## config.mk

```make
export PLATFORM = sky130hd
export DESIGN_NAME = eth_rx_frame_buffer
export DESIGN_NICKNAME = d
export VERILOG_FILES = /design/src/rtl/eth_rx_frame_buffer.sv
export SDC_FILE = /design/constraint.sdc
export NUM_CORES = 1
export LEC_CHECK = 0
export CORE_UTILIZATION = 53
export DETAILED_ROUTE_END_ITERATION = 8
export PLACE_DENSITY = 0.85
export SYNTH_ARGS = -nofsm -noshare
export SYNTH_HDL_FRONTEND = slang
export SYNTH_SLANG_ARGS = --single-unit
```

## constraint.sdc

```tcl
create_clock -name cpu_clk -period 3.95 [get_ports cpu_clk]
set_input_delay 0.395 -clock cpu_clk [delete_from_list [all_inputs] [get_ports cpu_clk]]
set_output_delay 0.395 -clock cpu_clk [all_outputs]
set_load 0.05 [all_outputs]
```

## src/rtl/eth_rx_frame_buffer.sv

```systemverilog
// Receive frame buffer writer: packs AXI-Stream bytes into 32-bit RAM words, one frame at a time.
// RAM write lands one cycle after the completing byte; tready drops while a finished frame awaits ack.
module eth_rx_frame_buffer #(
   parameter int ADDR_W    = 9,
   parameter int MAX_BYTES = 1522
) (
   input  logic              cpu_clk,
   input  logic              glbl_rstn,
   input  logic [7:0]        rx_axis_tdata,
   input  logic              rx_axis_tvalid,
   output logic              rx_axis_tready,
   input  logic              rx_axis_tlast,
   output logic              mem_we,
   output logic [ADDR_W-1:0] mem_addr,
   output logic [31:0]       mem_wdata,
   output logic [3:0]        mem_be,
   output logic              frame_valid,
   output logic [10:0]       frame_len,
   input  logic              frame_ack,
   output logic [15:0]       drop_cnt
);

   typedef enum logic [1:0] {IDLE, RECV, DROP, DONE} state_t;

   state_t      state_q, state_d;
   logic        rdy_en;
   logic [10:0] byte_cnt;
   logic [31:0] pack;

   logic        xfer;
   logic        wr_word;
   logic        ovf;
   logic        done_frame;
   logic [10:0] cnt_cur;
   logic [10:0] cnt_nxt;
   logic [1:0]  lane;
   logic [31:0] word_dat;
   logic [3:0]  lane_be;

   // rdy_en keeps tready low while reset is asserted and releases it one cycle later
   assign rx_axis_tready = rdy_en && (state_q != DONE);
   assign xfer           = rx_axis_tvalid && rx_axis_tready;
   assign cnt_cur        = (state_q == IDLE) ? 11'd0 : byte_cnt;
   assign cnt_nxt        = cnt_cur + 11'd1;
   assign lane           = cnt_cur[1:0];
   assign word_dat       = pack | ({24'd0, rx_axis_tdata} << {lane, 3'b000});

   always_comb begin
      lane_be = 4'b0001;
      case (lane)
         2'd0:    lane_be = 4'b0001;
         2'd1:    lane_be = 4'b0011;
         2'd2:    lane_be = 4'b0111;
         default: lane_be = 4'b1111;
      endcase
   end

   always_comb begin
      state_d    = state_q;
      wr_word    = 1'b0;
      ovf        = 1'b0;
      done_frame = 1'b0;
      case (state_q)
         IDLE: begin
            if (xfer) begin
               if (rx_axis_tlast) begin
                  wr_word    = 1'b1;
                  done_frame = 1'b1;
                  state_d    = DONE;
               end else begin
                  state_d = RECV;
               end
            end
         end
         RECV: begin
            if (xfer) begin
               if (cnt_cur == 11'(MAX_BYTES)) begin
                  // byte MAX_BYTES+1: frame is oversize, this byte is never written
                  ovf     = 1'b1;
                  state_d = rx_axis_tlast ? IDLE : DROP;
               end else begin
                  wr_word = (lane == 2'd3) || rx_axis_tlast;
                  if (rx_axis_tlast) begin
                     done_frame = 1'b1;
                     state_d    = DONE;
                  end
               end
            end
         end
         DROP: begin
            if (xfer && rx_axis_tlast) begin
               state_d = IDLE;
            end
         end
         DONE: begin
            if (frame_ack) begin
               state_d = IDLE;
            end
         end
         default: state_d = IDLE;
      endcase
   end

   always_ff @(posedge cpu_clk or negedge glbl_rstn) begin
      if (!glbl_rstn) begin
         state_q <= IDLE;
         rdy_en  <= 1'b0;
      end else begin
         state_q <= state_d;
         rdy_en  <= 1'b1;
      end
   end

   always_ff @(posedge cpu_clk or negedge glbl_rstn) begin
      if (!glbl_rstn) begin
         byte_cnt    <= '0;
         pack        <= '0;
         mem_we      <= 1'b0;
         mem_addr    <= '0;
         mem_wdata   <= '0;
         mem_be      <= '0;
         frame_valid <= 1'b0;
         frame_len   <= '0;
         drop_cnt    <= '0;
      end else begin
         mem_we <= 1'b0;
         if (ovf) begin
            pack <= '0;
         end else if (xfer && ((state_q == IDLE) || (state_q == RECV))) begin
            byte_cnt <= cnt_nxt;
            if (wr_word) begin
               mem_we    <= 1'b1;
               mem_addr  <= ADDR_W'(cnt_cur >> 2);
               mem_wdata <= word_dat;
               mem_be    <= lane_be;
               pack      <= '0;
            end else begin
               pack <= word_dat;
            end
         end

         if (done_frame) begin
            frame_valid <= 1'b1;
            frame_len   <= cnt_nxt;
         end else if ((state_q == DONE) && frame_ack) begin
            frame_valid <= 1'b0;
         end

         if (ovf && (drop_cnt != 16'hFFFF)) begin
            drop_cnt <= drop_cnt + 16'd1;
         end
      end
   end

endmodule

```

# Yosys cells after proc, flatten, opt, wreduce, memory -nomap -nowiden
# Index checks and enable logic that the tools add are counted.
# totals
latch_bits	0
output_inout_bits	75
wordCells	75
mem_bits_rw	0
rom_bits	0
n_memories	0
regBits	120
# op_classes
shifts	1
bitwise	2
magnitude_cmp	0
muxes	30
reduce_logical	15
n_div	0
mul	0
eq_ne	14
n_addsub	2
# op_table
operator	count
$mux W32	3
$or A32 B32 Y32	1
$shl A8 B5 Y32	1
$add A16 B1 Y16 const B	1
$mux W2	8
$ne A16 B16 Y1 const B	1
$mux W1	14
$pmux W4 S3	1
$add A11 B1 Y11 const B	1
$eq A11 B11 Y1 const B	1
$mux W11	1
$ne A2 B2 Y1 const B	5
$eq A2 B2 Y1 const B	4
$pmux W2 S4	1
$logic_and A1 B1 Y1	6
$reduce_and A5 Y1	1
$eq A2 B1 Y1 const B	2
$logic_not A2 Y1	2
$pmux W1 S2	2
$reduce_bool A2 Y1	2
$ne A3 B3 Y1 const B	1
$reduce_and A3 Y1	1
$logic_or A1 B1 Y1	2
$reduce_and A2 Y1	1
$not A1 Y1	1

# Logic depth before layout (Yosys ltp)
# depth
ltp_word	10
mapped_depth	13
mapped_depth_nobuf	10

# Least setup slack after synthesis
# OpenSTA, ideal clock, no wires.
# synth_timing
path_type	register to register
startpoint	register state_q[0]
endpoint	register drop_cnt[3]
setup_ns	0.142
path_stages_with_launch	12
t_required_ns	3.808
path_slack_ns	0.866
arrival_time_ns	2.942
path_cell_list	dfrtp_1 -> buf_2 -> or2_2 -> buf_2 -> nand2_1 -> ha_1 -> or4b_4 -> or4_4 -> a311oi_4 -> buf_6 -> nand4_1 -> xnor2_1
# synth_via
elab_chain_cells	7
elab_cells_between_ends	11
cone_classes	eq/ne (3); mux (4); reduce/logical (4)
# synth_lines
element	line_no	rtl
start, declared	25	state_t state_q, state_d;
start signal, assigned	109	state_q <= state_d;
$logic_not A2 Y1	43	assign cnt_cur = (state_q == IDLE) ? 11'd0 : byte_cnt;
$mux W11	43	
$eq A11 B11 Y1	77	if (cnt_cur == 11'(MAX_BYTES)) begin
$mux W1	77	
$mux W1	76	if (xfer) begin
$mux W1 (*)	63	case (state_q)
$logic_and A1 B1 Y1 (*)	149	if (ovf && (drop_cnt != 16'hFFFF)) begin
end signal, assigned	150	drop_cnt <= drop_cnt + 16'd1;
end, declared	20	output logic [15:0] drop_cnt
# Every way passes the cells marked *; elsewhere a longest branch is shown, timed or not.
# A chain may end at the register's enable or synchronous reset.

# Worst setup path in the final report
# layout_timing
startpoint	register state_q[1]
endpoint	register drop_cnt[1]
# Same word-level chain as after synthesis.

==> flow_metrics.env <==
export IMPL_status="completed"
export IMPL_yosys_area_share_xor_xnor=0.0353
export IMPL_slew_viol_final=0
export IMPL_via_per_inst=5.66
export IMPL_finalHoldViolCount=0
export IMPL_syn2layout_area_growth_pct=28.3
export IMPL_gp_congestion=0.920
export IMPL_yosys_area_share_simple=0.160
export IMPL_finalSetupViolCount=0
export IMPL_synth_area_leader_cell="dfrtp_1"
export IMPL_stdcell_area_sq_um=6680
export IMPL_die_area_sq_um=10200
export IMPL_crit_reg2reg_launch="state_q[1]"
export IMPL_min_from="mem_be[0]"
export IMPL_core_sq_um=9370
export IMPL_syn_inst=529
export IMPL_rsz0062_at_grt="no"
export IMPL_grt_pass1_wl_um=20300
export IMPL_synth_area_leaders="dfrtp_1 (58%), a21oi_1 (8.2%), nand2_1 (4.8%)"
export IMPL_power_density_nw_per_um2=801
export IMPL_cts_root_buf="clkbuf_8"
export IMPL_worstPathMaxFanout=17
export IMPL_synth_main_ff_cell="dfrtp_1"
export IMPL_synth_top_family_by_area="simple AND/OR/NAND/NOR gates"
export IMPL_fmax_mhz=289
export IMPL_ant_nets=0
export IMPL_postCtsSetupRepairBufs=0
export IMPL_yosysUniqueCellTypes=48
export IMPL_cp_required_ns=4.35
export IMPL_num_vias=4247
export IMPL_nNetsFinal=626
export IMPL_avgRoutedWirePerCell_um=16.5
export IMPL_p_leak_uw=0.00298
export IMPL_fin_crit_sh=0.877
export IMPL_finalSetupTns_ns=0
export IMPL_min_period_ns=3.47
export IMPL_drt_pre_antenna_iters=5
export IMPL_cts_buffers=17
export IMPL_grt_usage=0.261
export IMPL_maxCapViolations=0
export IMPL_crit_start="state_q[1]"
export IMPL_grt_ovfl_total=0
export IMPL_place_ws_ns=0.551
export IMPL_tightest_slew_ns=0.748
export IMPL_tritoncts="built"
export IMPL_placed_cell_area_sq_um=6120
export IMPL_ir_worst_vdd_v=0.000409
export IMPL_synth_top_area_share=0.577
export IMPL_dr_wl_met3_um=849
export IMPL_drt_iter0_drc=433
export IMPL_top_level_ports=88
export IMPL_dr_wl_met2_um=6020
export IMPL_ys_ff_latch=120
export IMPL_clkTransAtPathRegs_ns=0.06
export IMPL_mappedNetlistArea_sq_um=5210
export IMPL_first_global_vias=4160
export IMPL_final_util=0.713
export IMPL_clockBufferDepth=2
export IMPL_synth_seq_area_share=0.577
export IMPL_num_rows=35
export IMPL_start_kind="flop"
export IMPL_antenna_cells=0
export IMPL_htreeDepth=4
export IMPL_yosysWarnings=0
export IMPL_synth_compound_area_frac=0.155
export IMPL_io_buffers=87
export IMPL_avgSynthCellArea_sq_um=9.85
export IMPL_clkLatencyLatePin_ns=0.51
export IMPL_worst_clock_skew_ns=0.00879
export IMPL_antenna_found_initial=0
export IMPL_grt_max_degree=61
export IMPL_total_power_uw=5350
export IMPL_async_reset_ff_frac=1.00
export IMPL_synth_edf_count=0
export IMPL_synthMuxAreaShare=0.0187
export IMPL_worst_slack_ns=0.485
export IMPL_clock_sinks=120
export IMPL_cp_end_kind="flop"
export IMPL_hp_class="reg2reg"
export IMPL_wl_um=12400
export IMPL_start_util=0.556
export IMPL_die_w_um=101
export IMPL_cp_arrival_ns=3.87
export IMPL_synth_fp_nets=546
export IMPL_route_detailed_drc=0
export IMPL_drt_met1_wl_um=5250
export IMPL_dpl_hpwl_um=8190
export IMPL_slew_headroom=0.501
export IMPL_highest_layer="met4"
export IMPL_layout_drive_gt1_share=0.0916
export IMPL_criticalPathCategory="reg2reg"
export IMPL_synth_adder_area_share=0.00961
export IMPL_die_h_um=101
-- synthesized netlist by cell type (all sizes together), types with 3 or more instances --
library cell	number
nand3	16
xor2	5
nor2	54
a31oi	4
clkbuf	14
o21a	5
mux2i	3
and3	7
dfrtp	120
nor4	4
xnor2	16
nand2b	3
mux2	6
inv	7
buf	24
ha	4
a21oi	85
o21ai	46
nor3	4
nand4	9
and4	4
nand2	67
-- per-stage QoR --
step	hold WS [ns]	cells
2_1_floorplan	0.0994	529
3_3_place_gp	0.450	718
3_5_place_dp	0.460	718
4_1_cts	0.473	751
5_1_grt	0.499	751
6_report	0.469	751
-- routing by layer --
layer / GRT usage / vias up
met5: 0 / -
li1: - / 1982
met1: 0.354 / 2043
met4: 0.101 / 0
met3: 0.0738 / 29
met2: 0.402 / 193
-- final cells by class --
| type | count | area (sq um) |
|---|---|---|
| multi-input cells | 363 | 1980 |
| inverters | 8 | 30.0 |
| well taps | 129 | 161 |
| flip-flops and latches | 120 | 3000 |
| clock inverters | 14 | 125 |
| repair buffers | 99 | 961 |
| fillers | 685 | 2690 |
| clock buffers | 18 | 428 |
-- final timing paths --
path                            endpoint  slack (ns)  cells past startpoint
min in group asynchronous  frame_len[10]        0.49                      2
max                          drop_cnt[1]        0.48                      8
min                            mem_be[0]        0.47                      1
max in group asynchronous   mem_wdata[7]        2.54                      3
min reg2reg                    mem_be[0]        0.47                      1
max reg2reg                  drop_cnt[1]        0.48                      8
-- cell families after synthesis --
family	after synthesis
flip-flops	120
AND/OR/NAND/NOR	179
buffers and inverters	46
AO/OA/AOI/OAI	149
multiplexers	9
XOR/XNOR	21
adder cells (fa/ha/maj)	4
other	1
-- where the power goes --
| part | internal [uW] | total (uW) | switching, uW |
|---|---|---|---|
| Combinational | 664 | 2070 | 1410 |
| Sequential | 1590 | 1860 | 273 |
| Clock | 852 | 1420 | 563 |
-- flip-flops by register name, summed over array words and instances (netlist names) --
name and cells:
rdy_en 1, pack 32, mem_be 4, mem_addr 9, frame_len 11, byte_cnt 11, state_q 2, mem_we 1
frame_valid 1, mem_wdata 32, drop_cnt 16
-- cells in the final DEF (no fill, tap or decap), types with 3 or more instances in the layout --
cell type | Yosys | layout
clkinvlp_4 | 0 | 3
dfrtp_1 | 120 | 120
clkinv_4 | 0 | 3
and4_1 | 4 | 4
o21ai_0 | 45 | 45
o21a_1 | 5 | 5
ha_1 | 4 | 4
xor2_1 | 5 | 5
clkdlybuf4s50_1 | 0 | 86
nand2b_1 | 3 | 3
a31oi_1 | 4 | 4
nand4_1 | 9 | 9
mux2_2 | 6 | 6
xnor2_1 | 16 | 16
nor4_1 | 4 | 4
clkinv_2 | 0 | 4
nand3_1 | 16 | 16
inv_6 | 0 | 3
nand2_1 | 67 | 67
inv_1 | 7 | 7
nor3_1 | 4 | 4
a21oi_1 | 85 | 85
buf_4 | 1 | 12
mux2i_1 | 3 | 3
and3_1 | 6 | 6
clkbuf_16 | 0 | 16
nor2_1 | 54 | 54
-- critical path, cell delays in order (launching register included) --
cell and delay (ns):
dfrtp_1 0.57, or2_2 0.39, nand2_1 0.18, inv_1 0.13
ha_1 0.16, or4b_4 0.46, or4_4 0.48, a311oi_4 0.58
mux2_2 0.39
-- timing repair --
action	CTS	global route
resized for setup	0	0
endpoints found under the hold margin	58	0
hold buffers	1	0
Note: power is estimated with default switching activity, not from simulation.
